==> src/rtl/reset_sequencer.sv <==
// reset_sequencer: debounced, lock-gated staged reset release with per-stage ready handshakes; optional ready timeout under RESET_SEQ_TIMEOUT_EN
module reset_sequencer #(
  parameter int SYNC_STAGES     = 4,
  parameter int DEBOUNCE_CYCLES = 16,
  parameter int HOLD_CYCLES     = 8,
  parameter int NUM_STAGES      = 3,
  parameter int STRETCH         = 4,
  parameter int TIMEOUT_CYCLES  = 1024
) (
  input  logic                  clk,
  input  logic                  rst_n,
  input  logic                  btn,
  input  logic                  pll_lock,
  input  logic [NUM_STAGES-1:0] stage_ready,
  output logic [NUM_STAGES-1:0] rst_out,
  output logic                  busy,
  output logic                  timeout_fault
);
  localparam int DW = $clog2(DEBOUNCE_CYCLES + 1);
  localparam int HW = $clog2(HOLD_CYCLES + 1);
  localparam int GW = $clog2(STRETCH + 1);
  localparam int IW = NUM_STAGES > 1 ? $clog2(NUM_STAGES) : 1;
  localparam logic [DW-1:0] DB_MAX    = DW'(DEBOUNCE_CYCLES);
  localparam logic [DW-1:0] DB_PRE    = DW'(DEBOUNCE_CYCLES - 1);
  localparam logic [HW-1:0] HOLD_LOAD = HW'(HOLD_CYCLES - 1);
  localparam logic [GW-1:0] GAP_LAST  = GW'(STRETCH - 1);
  localparam logic [IW-1:0] IDX_LAST  = IW'(NUM_STAGES - 1);

  if (SYNC_STAGES < 2) begin : g_bad_sync
    $error("SYNC_STAGES must be at least 2");
  end
  if (DEBOUNCE_CYCLES < 1 || HOLD_CYCLES < 1 || STRETCH < 1) begin : g_bad_count
    $error("DEBOUNCE_CYCLES, HOLD_CYCLES and STRETCH must be at least 1");
  end
  if (NUM_STAGES < 1 || TIMEOUT_CYCLES < 1) begin : g_bad_stage
    $error("NUM_STAGES and TIMEOUT_CYCLES must be at least 1");
  end

  typedef enum logic [1:0] {ASSERT, HOLD, RELEASE, RUN} state_t;

  state_t                 state;
  logic [SYNC_STAGES-1:0] btn_sync;
  logic [1:0]             lock_sync;
  logic [DW-1:0]          db_cnt;
  logic                   press;
  logic [HW-1:0]          hold_cnt;
  logic [GW-1:0]          gap;
  logic [IW-1:0]          idx;
  logic [IW-1:0]          idx_n;
  logic                   btn_s;
  logic                   lock_s;
  logic                   restart;

  assign btn_s   = btn_sync[SYNC_STAGES-1];
  assign lock_s  = lock_sync[1];
  assign restart = press | ~lock_s;
  assign idx_n   = idx + 1'b1;

  // synchronise button and lock, debounce the button into a single-cycle press pulse
  always_ff @(posedge clk or negedge rst_n)
    if (!rst_n) begin
      btn_sync  <= '0;
      lock_sync <= '0;
      db_cnt    <= '0;
      press     <= 1'b0;
    end else begin
      btn_sync  <= {btn_sync[SYNC_STAGES-2:0], btn};
      lock_sync <= {lock_sync[0], pll_lock};
      db_cnt    <= !btn_s ? '0 : (db_cnt == DB_MAX ? db_cnt : db_cnt + 1'b1);
      press     <= btn_s && db_cnt == DB_PRE;
    end

`ifdef RESET_SEQ_TIMEOUT_EN
  localparam int TW = $clog2(TIMEOUT_CYCLES + 1);
  localparam logic [TW-1:0] TO_LAST = TW'(TIMEOUT_CYCLES - 1);
  logic [TW-1:0] wait_cnt;
`else
  assign timeout_fault = 1'b0;
`endif

  // sequencing FSM: restart has priority, then hold, then staged release gated by ready
  always_ff @(posedge clk or negedge rst_n)
    if (!rst_n) begin
      state    <= ASSERT;
      rst_out  <= '1;
      busy     <= 1'b1;
      hold_cnt <= '0;
      gap      <= '0;
      idx      <= '0;
`ifdef RESET_SEQ_TIMEOUT_EN
      wait_cnt      <= '0;
      timeout_fault <= 1'b0;
`endif
    end else if (restart) begin
      state    <= ASSERT;
      rst_out  <= '1;
      busy     <= 1'b1;
      hold_cnt <= '0;
      gap      <= '0;
      idx      <= '0;
`ifdef RESET_SEQ_TIMEOUT_EN
      wait_cnt <= '0;
`endif
    end else begin
      case (state)
        ASSERT: if (lock_s) begin
          state    <= HOLD;
          hold_cnt <= HOLD_LOAD;
        end
        HOLD: if (hold_cnt == '0) begin
          state      <= RELEASE;
          rst_out[0] <= 1'b0;
          idx        <= '0;
          gap        <= '0;
        end else hold_cnt <= hold_cnt - 1'b1;
        RELEASE: if (!stage_ready[idx]) begin
          gap <= '0;
`ifdef RESET_SEQ_TIMEOUT_EN
          if (wait_cnt == TO_LAST) begin
            timeout_fault <= 1'b1;
            state         <= ASSERT;
            rst_out       <= '1;
            wait_cnt      <= '0;
            idx           <= '0;
          end else wait_cnt <= wait_cnt + 1'b1;
`endif
        end else if (gap == GAP_LAST) begin
          gap <= '0;
`ifdef RESET_SEQ_TIMEOUT_EN
          wait_cnt <= '0;
`endif
          if (idx == IDX_LAST) begin
            state <= RUN;
            busy  <= 1'b0;
          end else begin
            rst_out[idx_n] <= 1'b0;
            idx            <= idx_n;
          end
        end else gap <= gap + 1'b1;
        RUN: state <= RUN;
      endcase
    end
endmodule

==> config.mk <==
export PLATFORM = sky130hd
export DESIGN_NAME = reset_sequencer
export DESIGN_NICKNAME = d
export VERILOG_FILES = /design/src/rtl/reset_sequencer.sv
export SDC_FILE = /design/constraint.sdc
export NUM_CORES = 1
export LEC_CHECK = 0
export CAP_MARGIN = 20
export CORE_MARGIN = 2
export CORE_UTILIZATION = 45
export DETAILED_ROUTE_END_ITERATION = 8
export PLACE_DENSITY = 0.69
export REMOVE_ABC_BUFFERS = 1
export SETUP_SLACK_MARGIN = 0.4
export SLEW_MARGIN = 20
export SYNTH_ARGS = -nofsm -noshare
export SYNTH_HDL_FRONTEND = slang
export SYNTH_SLANG_ARGS = --single-unit
export TNS_END_PERCENT = 50
==> constraint.sdc <==
create_clock -name clk -period 2.1 [get_ports clk]
set_input_delay 0.315 -clock clk [delete_from_list [all_inputs] [get_ports clk]]
set_output_delay 0.315 -clock clk [all_outputs]
set_load 0.01 [all_outputs]
# ---- After elaboration in Yosys (flattened, before gate mapping)
# Cells that the tools add are included.
dict set report totals {
  word_cells 94
  reg_bits 27
  input_bits 7
}
dict set report classes {
  bitwise_logic 4
  reduce_logical 16
  n_mux 40
  n_addsub 4
  order_cmp 3
  eq_ne 16
}
# op n
set op_table {}
lappend op_table {{$mux 2} 12}
lappend op_table {{$mux 3} 8}
lappend op_table {{$ne 3x3->1 const B} 7}
lappend op_table {{$mux 4} 3}
lappend op_table {{$mux 5} 2}
lappend op_table {{$reduce_and 5->1} 2}
lappend op_table {{$mux 1} 8}
lappend op_table {{$pmux 2 s4} 1}
lappend op_table {{$pmux 4 s2} 1}
lappend op_table {{$reduce_and 4->1} 2}
lappend op_table {{$reduce_bool 2->1} 4}
lappend op_table {{$eq 2x2->1 const B} 3}
lappend op_table {{$lt 2x3->1 const B} 2}
lappend op_table {{$pmux 3 s2} 1}
lappend op_table {{$reduce_bool 3->1} 2}
lappend op_table {{$add 5x1->5 const B} 1}
lappend op_table {{$eq 5x4->1 const B} 1}
lappend op_table {{$eq 5x5->1 const B} 1}
lappend op_table {{$logic_not 4->1} 1}
lappend op_table {{$ne 2x2->1 const B} 2}
lappend op_table {{$pmux 2 s2} 1}
lappend op_table {{$sub 4x1->4 const B} 1}
lappend op_table {{$add 3x1->3 const B} 1}
lappend op_table {{$and 3x3->3} 1}
lappend op_table {{other kinds (14)} 15}

# ---- Depth between registers and ports, before layout
# Gate-level depths: netlist (run 1).
dict set report logic_depth {
  depth_word 12
  mapped_depth 6
  mapped_depth_nobuf 6
}

# ---- Worst setup path before layout (run 1)
# No wires, ideal clock.
dict set report synth_timing {
  kind {register -> register}
  start {register hold_cnt[0]}
  end {register idx[1]}
  t_arrival_ns 1.377
  path_slack_ns 0.592
  path_buffers 0
  setup_time_ns 0.131
  path_stages_with_launch 7
  path_cell_list {dfrtp_1 inv_1 ha_1 and4bb_1 a221o_1 nand4_1 o211ai_1}
}
dict set report synth_between {
  elab_chain_len 3
}
# element line
set synth_lines {}
lappend synth_lines {{start, declared} 46} ;# logic [HW-1:0] hold_cnt;
lappend synth_lines {{start signal, assigned} 115} ;# end else hold_cnt <= hold_cnt - 1'b1;
lappend synth_lines {{$logic_not 4->1} 110} ;# HOLD: if (hold_cnt == '0) begin
lappend synth_lines {{$ne 3x3->1 (no line)} --}
lappend synth_lines {{$reduce_and 5->1 (no line)} --}
lappend synth_lines {{end signal, assigned} 137} ;# idx <= idx_n;
lappend synth_lines {{end, declared} 48} ;# logic [IW-1:0] idx;
# Every way passes these cells.
# A chain may end at the register's enable or synchronous reset.

# ---- Worst setup path after layout (run 1)
dict set report layout_timing {
  start {register hold_cnt[0]}
  end {register hold_cnt[0]}
}
dict set report layout_between {
  elab_chain_len 4
  elab_cells_between_ends 7
  classes_between {add/sub (1); eq/ne (1); mux (3); reduce/logical (2)}
}
# element line
set layout_lines {}
lappend layout_lines {{$sub 4x1->4} 115}
lappend layout_lines {{$mux 4} 110}
lappend layout_lines {{$pmux 4 s2} 105} ;# case (state)
lappend layout_lines {{$mux 4} 94} ;# end else if (restart) begin
# Parallel ways exist; a longest one is shown, timed or not. The select of a mux whose other input is x is not followed.

==> impl_metrics.prom, run 1 <==
# TYPE chip_impl_metric gauge
chip_impl_metric{name="grt_overflow_total",unit=""} 0
chip_impl_metric{name="final.min_clock_period",unit="ns"} 1.65
chip_impl_metric{name="first_iter_violations",unit=""} 19
chip_impl_metric{name="synth_async_sr_flop_share",unit="%"} 100
chip_impl_metric{name="fin_area",unit="mm²"} 0.00155
chip_impl_metric{name="pin_count",unit=""} 12
chip_impl_metric{name="max_freq",unit="MHz"} 606
chip_impl_metric{name="timing.critical_path.required",unit="ns"} 2.35
chip_impl_metric{name="setup_total_negative_slack",unit="ns"} 0
chip_impl_metric{name="final_net_count",unit=""} 155
chip_impl_metric{name="floorplan.die.height",unit="µm"} 59
chip_impl_metric{name="leakagePower",unit="µW"} 0.000680
chip_impl_metric{name="worst-path-stages",unit=""} 6
chip_impl_metric{name="number_of_synthesized_flops_with_an_enable_pin",unit=""} 0
chip_impl_metric{name="routed-via-count",unit=""} 923
chip_impl_metric{name="post_synth.cell_area_avg",unit="µm²"} 10.9
chip_impl_metric{name="place.gp.congestion",unit=""} 0.735
chip_impl_metric{name="cells_after_synth",unit=""} 125
chip_impl_metric{name="worstPathMaxFanout",unit=""} 5
chip_impl_metric{name="layout_worst_path_cycle_share",unit="%"} 78.5
chip_impl_metric{name="route.detailed.vias_per_inst",unit=""} 5.46
chip_impl_metric{name="diode_insertion_count_for_antenna_repair",unit=""} 0
chip_impl_metric{name="synthesized_flop_and_latch_total",unit=""} 27
chip_impl_metric{name="grt_first_pass_wirelength",unit="mm"} 4.06
chip_impl_info{name="hold_class",value="in2async"} 1
chip_impl_info{name="tritoncts",value="done"} 1
chip_impl_metric{name="drt_pre_antenna_iters",unit=""} 4
chip_impl_metric{name="first_global_vias",unit=""} 966
chip_impl_metric{name="multiInputGateArea",unit="µm²"} 632
chip_impl_metric{name="synth-compound-area-share",unit="%"} 13.6
chip_impl_info{name="reg2reg_capture_point",value="hold_cnt[0]$_DFFE_PN0P_"} 1
chip_impl_metric{name="internal_power",unit="µW"} 729
chip_impl_metric{name="fp.dieW",unit="µm"} 59
chip_impl_metric{name="final.hold.worst_slack",unit="ns"} 0.314
chip_impl_info{name="critical_path.reg2reg.startpoint",value="hold_cnt[0]$_DFFE_PN0P_"} 1
chip_impl_metric{name="post_synth_and_or_nand_nor_area_fraction",unit="%"} 19.6
chip_impl_metric{name="finalWirelength",unit="mm"} 2.31
chip_impl_metric{name="grt_max_degree",unit=""} 28
chip_impl_info{name="critical_path.top_delay_family",value="flip-flops"} 1
chip_impl_metric{name="initial_cell_density_of_the_core",unit="%"} 48.5
chip_impl_metric{name="fp_rows",unit=""} 19
chip_impl_metric{name="worst-endpoint-arrival",unit="ns"} 1.90
chip_impl_metric{name="max-vdd-ir-drop",unit="mV"} 0.355
chip_impl_metric{name="place_ws",unit="ns"} 0.439
chip_impl_info{name="synth_ff_type",value="sky130_fd_sc_hd__dfrtp_1"} 1
chip_impl_metric{name="pwr-share-seq",unit="%"} 57.6
chip_impl_metric{name="post_route_cells_drive_above_1_share",unit="%"} 15.9
chip_impl_metric{name="wl_per_cell",unit="µm"} 13.7
chip_impl_metric{name="power.switching_fraction",unit="%"} 29.0
chip_impl_metric{name="number_of_violations_of_the_max_capacitance_limit",unit=""} 0
chip_impl_metric{name="ctsLongestPathBuffers",unit=""} 2
chip_impl_metric{name="insertion_delay",unit="ns"} 0.34
chip_impl_metric{name="setup_viol",unit=""} 0
chip_impl_metric{name="ff2ff_path_depth",unit=""} 6
chip_impl_metric{name="synth_seq_area_share",unit="%"} 50.0
chip_impl_metric{name="placed_area",unit="mm²"} 0.00150
chip_impl_info{name="endpoint_kind",value="flop"} 1
chip_impl_metric{name="grt_use_total",unit="%"} 15.6
chip_impl_metric{name="seqCellArea",unit="µm²"} 681
chip_impl_info{name="grt_setup_unrepaired",value="yes"} 1
chip_impl_metric{name="critical-path-max-stage-delay",unit="ns"} 0.43
chip_impl_metric{name="total_switching_power",unit="µW"} 298
chip_impl_metric{name="filler_cell_count",unit=""} 248
chip_impl_info{name="cp_slowest_cell",value="sky130_fd_sc_hd__dfrtp_1"} 1
chip_impl_metric{name="p_comb_share",unit="%"} 18.4
chip_impl_metric{name="clock_tree.htree_level_count",unit=""} 1
chip_impl_metric{name="design.core.area",unit="mm²"} 0.00281
chip_impl_metric{name="detail-route-antenna-nets",unit=""} 0
chip_impl_info{name="start_kind",value="flop"} 1
chip_impl_metric{name="post-dp-hpwl",unit="mm"} 1.66
chip_impl_metric{name="antenna_violations_before_repair",unit=""} 0
chip_impl_metric{name="pwr_density_cell",unit="mW/mm²"} 663
chip_impl_metric{name="yosys_warnings",unit=""} 0
chip_impl_metric{name="ys_types",unit=""} 42
chip_impl_metric{name="r2r_slack",unit="ns"} 0.45
chip_impl_metric{name="synth.mux.area_fraction",unit="%"} 2.39
chip_impl_metric{name="final_critical_path_setup_slack",unit="ns"} 0.450
chip_impl_metric{name="synthesized_area_fraction_occupied_by_xor_and_xnor_cells",unit="%"} 1.29
chip_impl_metric{name="path_buf_inv",unit=""} 1
chip_impl_metric{name="drc",unit=""} 0
chip_impl_metric{name="area_overhead_of_the_layout_relative_to_synthesis",unit="%"} 13.8
chip_impl_info{name="worstPathCellList",value="inv_1 > ha_2 > nor3b_4 > nor2_1 > mux2_2 > a221oi_1"} 1
chip_impl_metric{name="p_total",unit="µW"} 1030
chip_impl_metric{name="synth-adder-area-share",unit="%"} 8.27
chip_impl_info{name="cts_root_buffer",value="sky130_fd_sc_hd__clkbuf_4"} 1
chip_impl_metric{name="finalMaxSlewViolations",unit=""} 0
chip_impl_metric{name="numClockSinks",unit=""} 27
chip_impl_metric{name="fin_worst_skew",unit="ns"} 0.00924
chip_impl_info{name="combinational_family_with_the_most_area_after_synthesis",value="simple AND/OR/NAND/NOR gates"} 1
chip_impl_metric{name="numPortBuffers",unit=""} 10
chip_impl_metric{name="numCtsBuffers",unit=""} 3
chip_impl_metric{name="timing.final.hold_violations",unit=""} 0
chip_impl_metric{name="worst_setup_hold_path_clk_slew",unit="ns"} 0.16
chip_impl_metric{name="synth_area",unit="mm²"} 0.00136
chip_impl_metric{name="share_clk_of_total_power",unit="%"} 24.0
chip_impl_info{name="criticalPathCategory",value="reg2reg"} 1
chip_impl_info{name="status",value="finished clean"} 1
chip_impl_metric{name="dieArea",unit="mm²"} 0.00348
## power groups by stage
stage               Sequential [µW]  Combinational (µW)  Clock, µW
floorplan                       591                 126          0
global placement                597                 174          0
detailed placement              599                 182          0
CTS                             590                 183        259
global route                    597                 217        281
finish                          592                 189        246
## routing by layer
| layer | wire length (µm) | share of wire [%] | track usage (%) |
|---|---|---|---|
| met4 | 36 | 1.6 | 4.87 |
| met2 | 1140 | 49 | 27.0 |
| met5 | 0 | 0 | 0 |
| met1 | 1060 | 46 | 18.8 |
| met3 | 78 | 3.4 | 4.59 |
## sequential cells by signal, indices dropped and copies added (netlist names)
register   cells
btn_sync       4
busy           1
db_cnt         5
gap            3
hold_cnt       4
idx            2
lock_sync      2
press          1
rst_out        3
state          2
## cell type report
type / count / area share, %
clock buffer: 3 / 1.45
sequential: 27 / 43.9
inverter: 11 / 2.67
multi-input combinational: 83 / 40.8
timing repair buffer: 13 / 8.08
tap: 31 / 2.50
clock inverter: 1 / 0.565
## logic make-up after synthesis
| logic type | Yosys count |
|---|---|
| other cells | 1 |
| buf+inv | 15 |
| fa+ha+maj | 9 |
| xor+xnor | 2 |
| compound gates | 23 |
| mux | 3 |
| simple gates | 45 |
| flops | 27 |
## worst register-to-register path: stages (launching register included)
cell and delay (ns):
sky130_fd_sc_hd__dfrtp_1 0.43, sky130_fd_sc_hd__inv_1 0.09, sky130_fd_sc_hd__ha_2 0.22, sky130_fd_sc_hd__nor3b_4 0.23
sky130_fd_sc_hd__nor2_1 0.08, sky130_fd_sc_hd__mux2_2 0.28, sky130_fd_sc_hd__a221oi_1 0.24
## synth_stat cells, types with 2 or more instances
cell                       instances  area share, %
sky130_fd_sc_hd__a2111o_1          2            1.7
sky130_fd_sc_hd__a21boi_0          2            1.1
sky130_fd_sc_hd__a21o_1            3            1.7
sky130_fd_sc_hd__a21oi_1           3            1.1
sky130_fd_sc_hd__a221oi_1          2            1.3
sky130_fd_sc_hd__a22o_1            3            1.9
sky130_fd_sc_hd__and2_1            3            1.4
sky130_fd_sc_hd__and3_1            4            1.8
sky130_fd_sc_hd__and3_2            3            1.7
sky130_fd_sc_hd__buf_2             2           0.74
sky130_fd_sc_hd__dfrtp_1          23             42
sky130_fd_sc_hd__dfstp_2           4            7.7
sky130_fd_sc_hd__ha_1              9            8.3
sky130_fd_sc_hd__inv_1            11            3.0
sky130_fd_sc_hd__mux2_2            2            1.7
sky130_fd_sc_hd__nand2_1           7            1.9
sky130_fd_sc_hd__nand2b_1          2           0.92
sky130_fd_sc_hd__nand3_1           3            1.1
sky130_fd_sc_hd__nand3b_1          2            1.1
sky130_fd_sc_hd__nand4_1           3            1.4
sky130_fd_sc_hd__nor2_1            8            2.2
sky130_fd_sc_hd__nor2b_1           2           0.92
sky130_fd_sc_hd__nor3_1            2           0.74
sky130_fd_sc_hd__o211ai_1          2            1.1
## worst max-delay path by stage
stage / start / endpoint / slack, ns
after CTS: busy$_DFFE_PN1P_ / busy / 0.35
after global placement: hold_cnt[0]$_DFFE_PN0P_ / idx[1]$_DFFE_PN0P_ / 0.49
after floorplan: idx[1]$_DFFE_PN0P_ / rst_out[0]$_DFFE_PN1P_ / 0.54
final: hold_cnt[0]$_DFFE_PN0P_ / hold_cnt[0]$_DFFE_PN0P_ / 0.45
after global routing: hold_cnt[1]$_DFFE_PN0P_ / hold_cnt[0]$_DFFE_PN0P_ / 0.30
after detailed placement: hold_cnt[1]$_DFFE_PN0P_ / hold_cnt[0]$_DFFE_PN0P_ / 0.44
## placed cells by master, fill, tap and decap left out, types with 3 or more instances in the layout
master                            count
sky130_fd_sc_hd__inv_1               11
sky130_fd_sc_hd__and3_2               3
sky130_fd_sc_hd__a21o_1               3
sky130_fd_sc_hd__ha_1                 8
sky130_fd_sc_hd__nand2_1              7
sky130_fd_sc_hd__and2_1               3
sky130_fd_sc_hd__and3_1               4
sky130_fd_sc_hd__a21oi_1              3
sky130_fd_sc_hd__nor2_1               8
sky130_fd_sc_hd__clkdlybuf4s50_1      6
sky130_fd_sc_hd__dfrtp_1             23
sky130_fd_sc_hd__dfstp_2              4
sky130_fd_sc_hd__a22o_1               3
sky130_fd_sc_hd__buf_4                3
sky130_fd_sc_hd__clkbuf_4             3
sky130_fd_sc_hd__nand3_1              3
sky130_fd_sc_hd__nand4_1              3
## through the flow
step / util, % / cells
4_1_cts: 54.5 / 169
5_1_grt: 55.2 / 169
3_5_place_dp: 53.5 / 165
6_report: 55.2 / 169
3_3_place_gp: 53.5 / 165
2_1_floorplan: - / 121
## repair_timing
item / CTS / global route
endpoints found under the setup margin: 5 / 9
hold buffers: 0 / 0
resized for setup: 2 / 5
setup buffers: 0 / 0
Note: power is estimated with default switching activity, not from simulation.
==> run 2, diff against run 1 <==
==> constraint.sdc (replaced) <==
create_clock -name clk -period 1.65 [get_ports clk]
set_input_delay 0.2475 -clock clk [delete_from_list [all_inputs] [get_ports clk]]
set_output_delay 0.2475 -clock clk [all_outputs]
set_load 0.01 [all_outputs]
==> impl_metrics.prom, run 2 (synthesized netlist as in run 1, its figures left out) <==
# TYPE chip_impl_metric gauge
chip_impl_metric{name="max_freq",unit="MHz"} 643
chip_impl_metric{name="numPortBuffers",unit=""} 10
chip_impl_metric{name="final.hold.worst_slack",unit="ns"} 0.271
chip_impl_info{name="criticalPathCategory",value="reg2reg"} 1
chip_impl_metric{name="grt_max_degree",unit=""} 28
chip_impl_metric{name="number_of_violations_of_the_max_capacitance_limit",unit=""} 0
chip_impl_metric{name="diode_insertion_count_for_antenna_repair",unit=""} 0
chip_impl_info{name="grt_setup_unrepaired",value="yes"} 1
chip_impl_metric{name="ctsLongestPathBuffers",unit=""} 2
chip_impl_info{name="start_kind",value="flop"} 1
chip_impl_metric{name="numCtsBuffers",unit=""} 3
chip_impl_info{name="layout_top_registers",value="db_cnt (5), btn_sync (4), hold_cnt (4)"} 1
chip_impl_metric{name="numClockSinks",unit=""} 27
chip_impl_info{name="tritoncts",value="done"} 1
chip_impl_metric{name="place.gp.congestion",unit=""} 0.804
chip_impl_info{name="status",value="finished clean"} 1
chip_impl_metric{name="largest_reg_flops",unit=""} 5
chip_impl_metric{name="drc",unit=""} 0
chip_impl_metric{name="r2r_slack",unit="ns"} 0.1
chip_impl_info{name="cts_root_buffer",value="sky130_fd_sc_hd__clkbuf_4"} 1
chip_impl_metric{name="ff2ff_path_depth",unit=""} 6
chip_impl_metric{name="post_route_cells_drive_above_1_share",unit="%"} 36.4
chip_impl_info{name="hold_class",value="in2async"} 1
chip_impl_metric{name="grt_first_pass_wirelength",unit="mm"} 4.30
chip_impl_metric{name="final.min_clock_period",unit="ns"} 1.55
chip_impl_metric{name="post-dp-hpwl",unit="mm"} 1.72
chip_impl_metric{name="layout_worst_path_cycle_share",unit="%"} 94.2
chip_impl_metric{name="first_iter_violations",unit=""} 7
chip_impl_info{name="most-common-layout-cells",value="sky130_fd_sc_hd__dfrtp_1, sky130_fd_sc_hd__buf_4, sky130_fd_sc_hd__inv_1, sky130_fd_sc_hd__nor2_1"} 1
chip_impl_metric{name="dieArea",unit="mm²"} 0.00348
chip_impl_metric{name="area_overhead_of_the_layout_relative_to_synthesis",unit="%"} 25.6
chip_impl_info{name="endpoint_kind",value="flop"} 1
chip_impl_metric{name="floorplan.die.height",unit="µm"} 59
chip_impl_metric{name="routed-via-count",unit=""} 1000
chip_impl_info{name="top_register",value="db_cnt"} 1
chip_impl_metric{name="leakagePower",unit="µW"} 0.000755
chip_impl_metric{name="final_net_count",unit=""} 168
chip_impl_metric{name="worst-endpoint-arrival",unit="ns"} 1.77
chip_impl_metric{name="design.core.area",unit="mm²"} 0.00281
chip_impl_info{name="layout_commonest_cell",value="sky130_fd_sc_hd__dfrtp_1"} 1
chip_impl_metric{name="setup_viol",unit=""} 0
chip_impl_metric{name="max-vdd-ir-drop",unit="mV"} 0.549
chip_impl_metric{name="pwr_density_cell",unit="mW/mm²"} 826
chip_impl_metric{name="finalMaxSlewViolations",unit=""} 0
chip_impl_metric{name="worstPathMaxFanout",unit=""} 5
chip_impl_metric{name="pin_count",unit=""} 12
chip_impl_metric{name="fp_rows",unit=""} 19
chip_impl_metric{name="route.detailed.vias_per_inst",unit=""} 5.49
chip_impl_metric{name="timing.critical_path.required",unit="ns"} 1.87
chip_impl_metric{name="fin_worst_skew",unit="ns"} 0.00357
chip_impl_metric{name="grt_overflow_total",unit=""} 0
chip_impl_metric{name="antenna_violations_before_repair",unit=""} 0
chip_impl_metric{name="clock_tree.htree_level_count",unit=""} 1
chip_impl_metric{name="grt_use_total",unit="%"} 16.0
chip_impl_metric{name="fp.dieW",unit="µm"} 59
chip_impl_metric{name="wl_per_cell",unit="µm"} 14.6
chip_impl_metric{name="drt_pre_antenna_iters",unit=""} 4
chip_impl_metric{name="timing.final.hold_violations",unit=""} 0
chip_impl_metric{name="setup_total_negative_slack",unit="ns"} 0
chip_impl_metric{name="finalWirelength",unit="mm"} 2.66
chip_impl_metric{name="first_global_vias",unit=""} 981
chip_impl_metric{name="initial_cell_density_of_the_core",unit="%"} 48.5
chip_impl_metric{name="insertion_delay",unit="ns"} 0.32
chip_impl_metric{name="detail-route-antenna-nets",unit=""} 0
chip_impl_metric{name="worst_setup_hold_path_clk_slew",unit="ns"} 0.15
==> run 2: changes by cell type in the layout (fill, tap and decap cells not counted), sizes merged <==
cell | previous run | this run
buf | 3 | 19
dlymetal6s2s | 2 | 0
clkinv | 0 | 1
dlygate4sd2 | 2 | 1
inv | 12 | 11
==> run 2: critical path, cell delays in order, from the launching register on <==
cell and delay, ns:
sky130_fd_sc_hd__dfrtp_1 0.40, sky130_fd_sc_hd__inv_2 0.07, sky130_fd_sc_hd__ha_4 0.16, sky130_fd_sc_hd__and4bb_1 0.23, sky130_fd_sc_hd__a221o_1 0.39, sky130_fd_sc_hd__nand4_1 0.12
sky130_fd_sc_hd__o211ai_1 0.09
==> run 2: final cells by class <==
cell class,count,area (µm²)
well taps,31,38.8
inverters,11,41.3
fillers,228,1090
repair buffers,26,223
multi-input cells,83,698
flip-flops and latches,27,682
clock buffers,3,22.5
clock inverters,1,5.00
==> run 2: where the power goes <==
| part | switching, µW | internal [µW] | leakage [µW] |
|---|---|---|---|
| clock network | 195 | 90.8 | 0.0000177 |
| registers | 46.5 | 706 | 0.000338 |
| logic | 169 | 205 | 0.000399 |
==> run 2: metrics by stage <==
| step | area, µm² | instances | total power, µW | util, % | worst slack (ns) |
|---|---|---|---|---|---|
| 6_report | 1710 | 182 | 1410 | 61.0 | 0.0953 |
| 5_1_grt | 1710 | 182 | 1480 | 61.0 | 0.0301 |
| 4_1_cts | 1630 | 179 | 1370 | 58.3 | 0.0988 |
| 3_5_place_dp | 1540 | 170 | 1010 | 54.9 | 0.0408 |
| 3_3_place_gp | 1540 | 170 | 1000 | 54.9 | 0.103 |
| 2_1_floorplan | 1340 | 121 | 913 | - | 0.0852 |
==> run 2: what timing repair did <==
| item | 4_1_cts | 5_1_grt |
|---|---|---|
| setup endpoints to repair | 21 | 23 |
| hold buffers | 0 | 0 |
| buffers inserted | 5 | 3 |
| gates resized for setup | 23 | 17 |
| pin swaps | 5 | 9 |
==> run 2: path summary, 6_finish.rpt <==
kind	startpoint	end
hold / removal	rst_n	lock_sync[1]$_DFF_PN0_
min in group clk	btn	btn_sync[0]$_DFF_PN0_
setup / recovery	hold_cnt[0]$_DFFE_PN0P_	idx[1]$_DFFE_PN0P_
setup reg to reg	hold_cnt[0]$_DFFE_PN0P_	idx[1]$_DFFE_PN0P_
max in group asynchronous	rst_n	busy$_DFFE_PN1P_
hold reg to reg	lock_sync[0]$_DFF_PN0_	lock_sync[1]$_DFF_PN0_
==> run 2: layer usage <==
| metal | wire [µm] | track usage [%] | up-vias |
|---|---|---|---|
| met2 | 1240 | 25.7 | 12 |
| met3 | 58 | 2.40 | 2 |
| met4 | 16 | 4.87 | 0 |
| met1 | 1340 | 22.6 | 493 |
| li1 | - | - | 493 |
| met5 | 0 | 0 | - |
==> run 3, diff against run 2 <==
--- a/config.mk
+++ b/config.mk
@@ -9,6 +9,7 @@
 export CORE_MARGIN = 2
 export CORE_UTILIZATION = 45
 export DETAILED_ROUTE_END_ITERATION = 8
+export MAX_ROUTING_LAYER = met4
 export PLACE_DENSITY = 0.69
 export REMOVE_ABC_BUFFERS = 1
 export SETUP_SLACK_MARGIN = 0.4
==> results of run 3 <==
No change in the layout: final DEF, timing and power equal those of run 2.
Among the figures that moved: final weighted congestion in routability-driven placement 0.804 -> 0.816; overall routing resource usage 16.0% -> 16.5%
==> RTL edit 1: new RTL, flow settings as in run 1 <==
Change the parameter `HOLD_CYCLES` from 8 to 4.
--- a/src/rtl/reset_sequencer.sv
+++ b/src/rtl/reset_sequencer.sv
@@ -2,7 +2,7 @@
 module reset_sequencer #(
   parameter int SYNC_STAGES     = 4,
   parameter int DEBOUNCE_CYCLES = 16,
-  parameter int HOLD_CYCLES     = 8,
+  parameter int HOLD_CYCLES     = 4,
   parameter int NUM_STAGES      = 3,
   parameter int STRETCH         = 4,
   parameter int TIMEOUT_CYCLES  = 1024
Check against the original RTL: not equivalent (a bounded check fails within 10 cycles, from zero or initial values and one cycle with rst_n low).
==> RTL edit 1 against run 1 <==
Sequential share of layout area is 0.81 points higher. Cell area shrank 5.4%. Via count fell by 1.8%. Count of clock-buffer cells in the layout is the same. Largest cell class unchanged. Sequential cell count decreased by 1. Critical path type unchanged. Die area is 5.6% lower. Worst setup slack gained 0.078 ns. Routed wire length decreased by 5.0%. Synthesized area down 6.0%. Hold slack better by 0.022 ns. Power rose by 2.8%.
==> RTL edit 1: results (changes against run 1) <==
* Sw Pwr at 263.9 uW (-11%)
* Reg clk slew, reported paths at 0.14 ns (-0.02 ns)
* R2r endpoint: gap[0]$_DFFE_PN0P_
* CTS buffer count at 3 (unchanged)
* Max stage delay on crit path at approximately 0.42 ns
* ANT cells at 0 (unchanged)
* Layout cells sized above 1 at 0.09848 (-0.06094)
* CP endpoint: gap[0]$_DFFE_PN0P_
* Detailed Routing Iterations Pass 1 at 6 (+2)
* Arr. time, crit path at 1.80 ns (-0.10 ns)
* Dpl ws at 0.4452 ns (+0.006283 ns)
* Pin count of the biggest net entering global routing at 27 (-3.6%)
* Seq/Total Area, Yosys at 0.5122 (+0.01222)
* Fin area at 1465 um2 (-5.4%)
* Non-Filler Instances at 163 (-3.6%)
* Worst path top cell family by delay: compound AO/OA/AOI/OAI gates
* Global Route Usage Sum at 0.1502 (-0.006068)
* DR WL met2 at 1.093 mm (-3.9%)
* Vias in the first global route at 923 (-4.5%)
* Outcome: finished, final reports clean
* Max stage delay cell, worst path: dfrtp_1
* R2r setup slk at 0.53 ns (+0.08 ns)
* DP HPWL at 1.591 mm (-4.0%)
* Final wirelength at 2.197 mm (-5.0%)
* R2r worst-path depth at 7 (+1)
* Placed cell areas at 1406 um2 (-6.3%)
* Hold Worst Slack at 0.3367 ns (+0.02243 ns)
* Largest regs: db_cnt x5, btn_sync x4
* Setup crit start: hold_cnt[0]$_DFFE_PN0P_
* Met1 wire length at 1.022 mm (-3.6%)
* Synthesized instance count at 120 (-4.0%)
* Via count at 906 (-1.8%)
* Leak pwr at 0.0006356 uW (-6.5%)
* Post-synth ARST share at 1.000 (unchanged)
* Top cells by count, synth: 22 x dfrtp_1, 10 x ha_1, 10 x nand2_1
* Post-synth cell types at 39 (-7.1%)
* 1st-iter DRT viols at 34 (+15)
* First-pass GRT wire length at 3.884 mm (-4.3%)
* Fin crit period at 1.572 ns (-0.07778 ns)
* Hold Path Class: in -> async
* Synth top area cells: dfrtp_1 43%, ha_1 9.8%, dfstp_2 8.2%
* Root Buffer: clkbuf_4
* Routed length on met3 at 66 um (-15%)
* VDD IR max at 0.0006535 V (+84%)
* Clock Latency Late Sink at 0.32 ns (-0.02 ns)
* Worst Clk Skew at 0.004924 ns (-0.004311 ns)
* Nets at 150 (-3.2%)
* Setup Buffers After CTS at 0 (unchanged)
* Filler instances at 228 (-8.1%)
* Synth warn at 0 (unchanged)
* Routability cong. at 0.8000 (+8.9%)
==> RTL edit 1: cell count changes in the layout (fill, tap and decap cells not counted), sizes merged, moves of 2 or more <==
cell	run 1	this run
nand2	7	10
inv	12	9
mux2	2	0
and3	7	3
nand3b	2	4
o31ai	0	2
a2111o	2	0
buf	3	1
o21a	0	2
a21o	3	0
nand4	3	1
o21ai	1	7
nor2	9	7
==> RTL edit 1: layout make-up <==
cell class | count | area share
sequential | 26 | 0.4475
multi-input combinational | 82 | 0.3920
timing repair buffer | 11 | 0.07515
tap | 31 | 0.02647
inverter | 9 | 0.02306
clock inverter | 1 | 0.02050
clock buffer | 3 | 0.01537
==> RTL edit 1: per-layer routing <==
| layer | vias up | track usage |
|---|---|---|
| li1 | 441 | - |
| met1 | 452 | 0.1905 |
| met2 | 11 | 0.2562 |
| met3 | 2 | 0.04082 |
| met4 | 0 | 0.03654 |
| met5 | - | 0 |
==> RTL edit 1: power groups by stage <==
stage / clock, uW / sequential (uW) / combinational, uW
5_1_grt: 376 / 567 / 175
4_1_cts: 356 / 562 / 152
3_5_place_dp: 0 / 571 / 154
3_3_place_gp: 0 / 569 / 147
6_report: 343 / 562 / 151
2_1_floorplan: 0 / 566 / 101
==> RTL edit 1: kinds of logic (layout without fill, tap and decap cells) <==
logic type | Yosys count | after routing | synth area share
and+or+nand+nor | 40 | 40 | 0.1730
AOI/OAI and AO/OA | 28 | 28 | 0.1505
DFF | 26 | 26 | 0.5122
buffers and inverters | 12 | 24 | 0.04202
adders and majority gates | 10 | 10 | 0.09775
xor gates and xnor gates | 2 | 2 | 0.01369
other | 1 | 1 | 0.002930
muxes | 1 | 1 | 0.007820
==> RTL edit 1: timing repair <==
action / CTS / global route
setup endpoints to repair: 4 / 7
resized for setup: 2 / 3
endpoints found under the hold margin: 0 / 0
==> RTL edit 2: new RTL, flow settings as in run 1 <==
Made on the original files. Add an input register stage for `btn`, without a reset; this delays it by one clock. The other inputs are not delayed to match.
--- a/src/rtl/reset_sequencer.sv
+++ b/src/rtl/reset_sequencer.sv
@@ -25,6 +25,12 @@
   localparam logic [HW-1:0] HOLD_LOAD = HW'(HOLD_CYCLES - 1);
   localparam logic [GW-1:0] GAP_LAST  = GW'(STRETCH - 1);
   localparam logic [IW-1:0] IDX_LAST  = IW'(NUM_STAGES - 1);
+
+  logic btn_q;
+
+  always_ff @(posedge clk) begin
+      btn_q <= btn;
+  end
 
   if (SYNC_STAGES < 2) begin : g_bad_sync
     $error("SYNC_STAGES must be at least 2");
@@ -64,7 +70,7 @@
       db_cnt    <= '0;
       press     <= 1'b0;
     end else begin
-      btn_sync  <= {btn_sync[SYNC_STAGES-2:0], btn};
+      btn_sync  <= {btn_sync[SYNC_STAGES-2:0], btn_q};
       lock_sync <= {lock_sync[0], pll_lock};
       db_cnt    <= !btn_s ? '0 : (db_cnt == DB_MAX ? db_cnt : db_cnt + 1'b1);
       press     <= btn_s && db_cnt == DB_PRE;
Behaviour: same outputs for any inputs over 10 cycles, from zero or initial values and one cycle with rst_n low; that may be too few to reach the edited logic, so the function may still have changed.
==> RTL edit 2 against run 1 <==
Sequential cell count increased by 1. Power increased by 19%. Routed wire length increased by 6.6%. First-iteration DRC count increased by 74%. Worst setup slack got worse by 0.064 ns. Clock skew about the same. Critical path depth decreased by 5. Synthesized area decreased by 0.28%. Core utilization increased by 3.0 points. Die area decreased by 0.25%. Clock power increased by 41%. Cell area increased by 5.4%. Critical endpoint is now rst_out[1]. Largest power group unchanged.
==> RTL edit 2: results (changes against run 1) <==
* Filler instances at 243 (-2.0%)
* VDD IR max at 0.0004483 V (+26%)
* Placed cell areas at 1476 um2 (-1.7%)
* Leak pwr at 0.0007123 uW (+4.7%)
* Post-synth cell types at 40 (-4.8%)
* Global Route Usage Sum at 0.1573 (+0.001073)
* 1st-iter DRT viols at 33 (+14)
* Worst Clk Skew at 0.009478 ns (+0.0002427 ns)
* Non-Filler Instances at 173 (+2.4%)
* GR Layer Usage met1 at 0.2189 (+0.03121)
* Vias per cell at 5.520 (+1.1%)
* Met1 wire length at 1.136 mm (+7.2%)
* DP HPWL at 1.668 mm (+0.62%)
* Fin area at 1633 um2 (+5.4%)
* Post-synth ARST share at 0.9643 (-0.03571)
* CP Max Fanout at 2 (-3)
* Placed cell count at 161 (-2.4%)
* Synthesized instance count at 123 (-1.6%)
* Met2 Usage GRT at 0.2540 (-0.01587)
* Hold Path Class: in -> async
* Seq/Total Area, Yosys at 0.5161 (+0.01613)
* Nets at 159 (+2.6%)
* Max stage delay cell, worst path: dfstp_2
* Outcome: finished, final reports clean
* WL per Instance at 14.24 um (+4.1%)
* Met3 Use GR at 0.02418 (-0.02168)
* Vias in the first global route at 971 (+0.52%)
* Arr. time, crit path at 1.40 ns (-0.50 ns)
* Max stage delay on crit path at 0.56 ns (+0.13 ns)
* Routed length on met3 at 57 um (-27%)
* Dpl ws at 0.3554 ns (-0.08348 ns)
* DR WL met2 at 1.253 mm (+10%)
* First-pass GRT wire length at 4.202 mm (+3.6%)
* Fin. Hold Viols at 0 (unchanged)
* Routability cong. at 0.7127 (-3.0%)
* Clock Latency Late Sink at 0.32 ns (-0.02 ns)
* Synth top area cells: dfrtp_1 42%, ha_1 8.3%, dfstp_2 7.7%
* Top cells by count, synth: 23 x dfrtp_1, 13 x nor2_1, 11 x a21oi_1, 11 x inv_1, 9 x ha_1
* Layout cells sized above 1 at 0.2606 (+0.1011)
[RTL edit 2: report_power, final]
| part | internal (uW) | total [uW] | switching [uW] |
|---|---|---|---|
| registers | 574 | 617 | 42.3 |
| clock network | 193 | 346 | 153 |
| logic | 139 | 259 | 119 |
| total | 906 | 1220 | 315 |
[RTL edit 2: logic make-up after synthesis]
| logic type | synth area share |
|---|---|
| buffers and inverters | 0.05069 |
| multiplexers | 0.01659 |
| flip-flops | 0.5161 |
| AO/OA/AOI/OAI | 0.1493 |
| other | 0.002762 |
| XOR/XNOR | 0.006453 |
| adder cells (fa/ha/maj) | 0.08295 |
| AND/OR/NAND/NOR | 0.1751 |
[RTL edit 2: final timing paths]
check	end	cells past startpoint	slack, ns	start
worst max-delay path	rst_out[1]	1	0.39	rst_out[1]$_DFFE_PN1P_
min in group clk	btn_sync[0]$_DFF_PN0_	0	0.34	btn_q$_DFF_P_
worst min-delay path	gap[1]$_DFFE_PN0P_	2	0.34	rst_n
worst min register to register	btn_sync[0]$_DFF_PN0_	0	0.34	btn_q$_DFF_P_
worst max register to register	hold_cnt[0]$_DFFE_PN0P_	6	0.44	hold_cnt[1]$_DFFE_PN0P_
max in group asynchronous	busy$_DFFE_PN1P_	2	1.46	rst_n
[RTL edit 2: final cells by class]
class / instances / share of cell area
repair buffers: 19 / 0.1027
clock buffers: 3 / 0.01379
clock inverters: 1 / 0.01839
well taps: 31 / 0.02375
inverters: 11 / 0.02529
multi-input cells: 80 / 0.3862
flip-flops and latches: 28 / 0.4299
[RTL edit 2: timing repair]
item,in CTS,in global routing
setup endpoints to repair,9,12
gates cloned,0,0
setup buffers,3,5
pin swaps,0,2
resized for setup,2,13
hold buffers,0,0
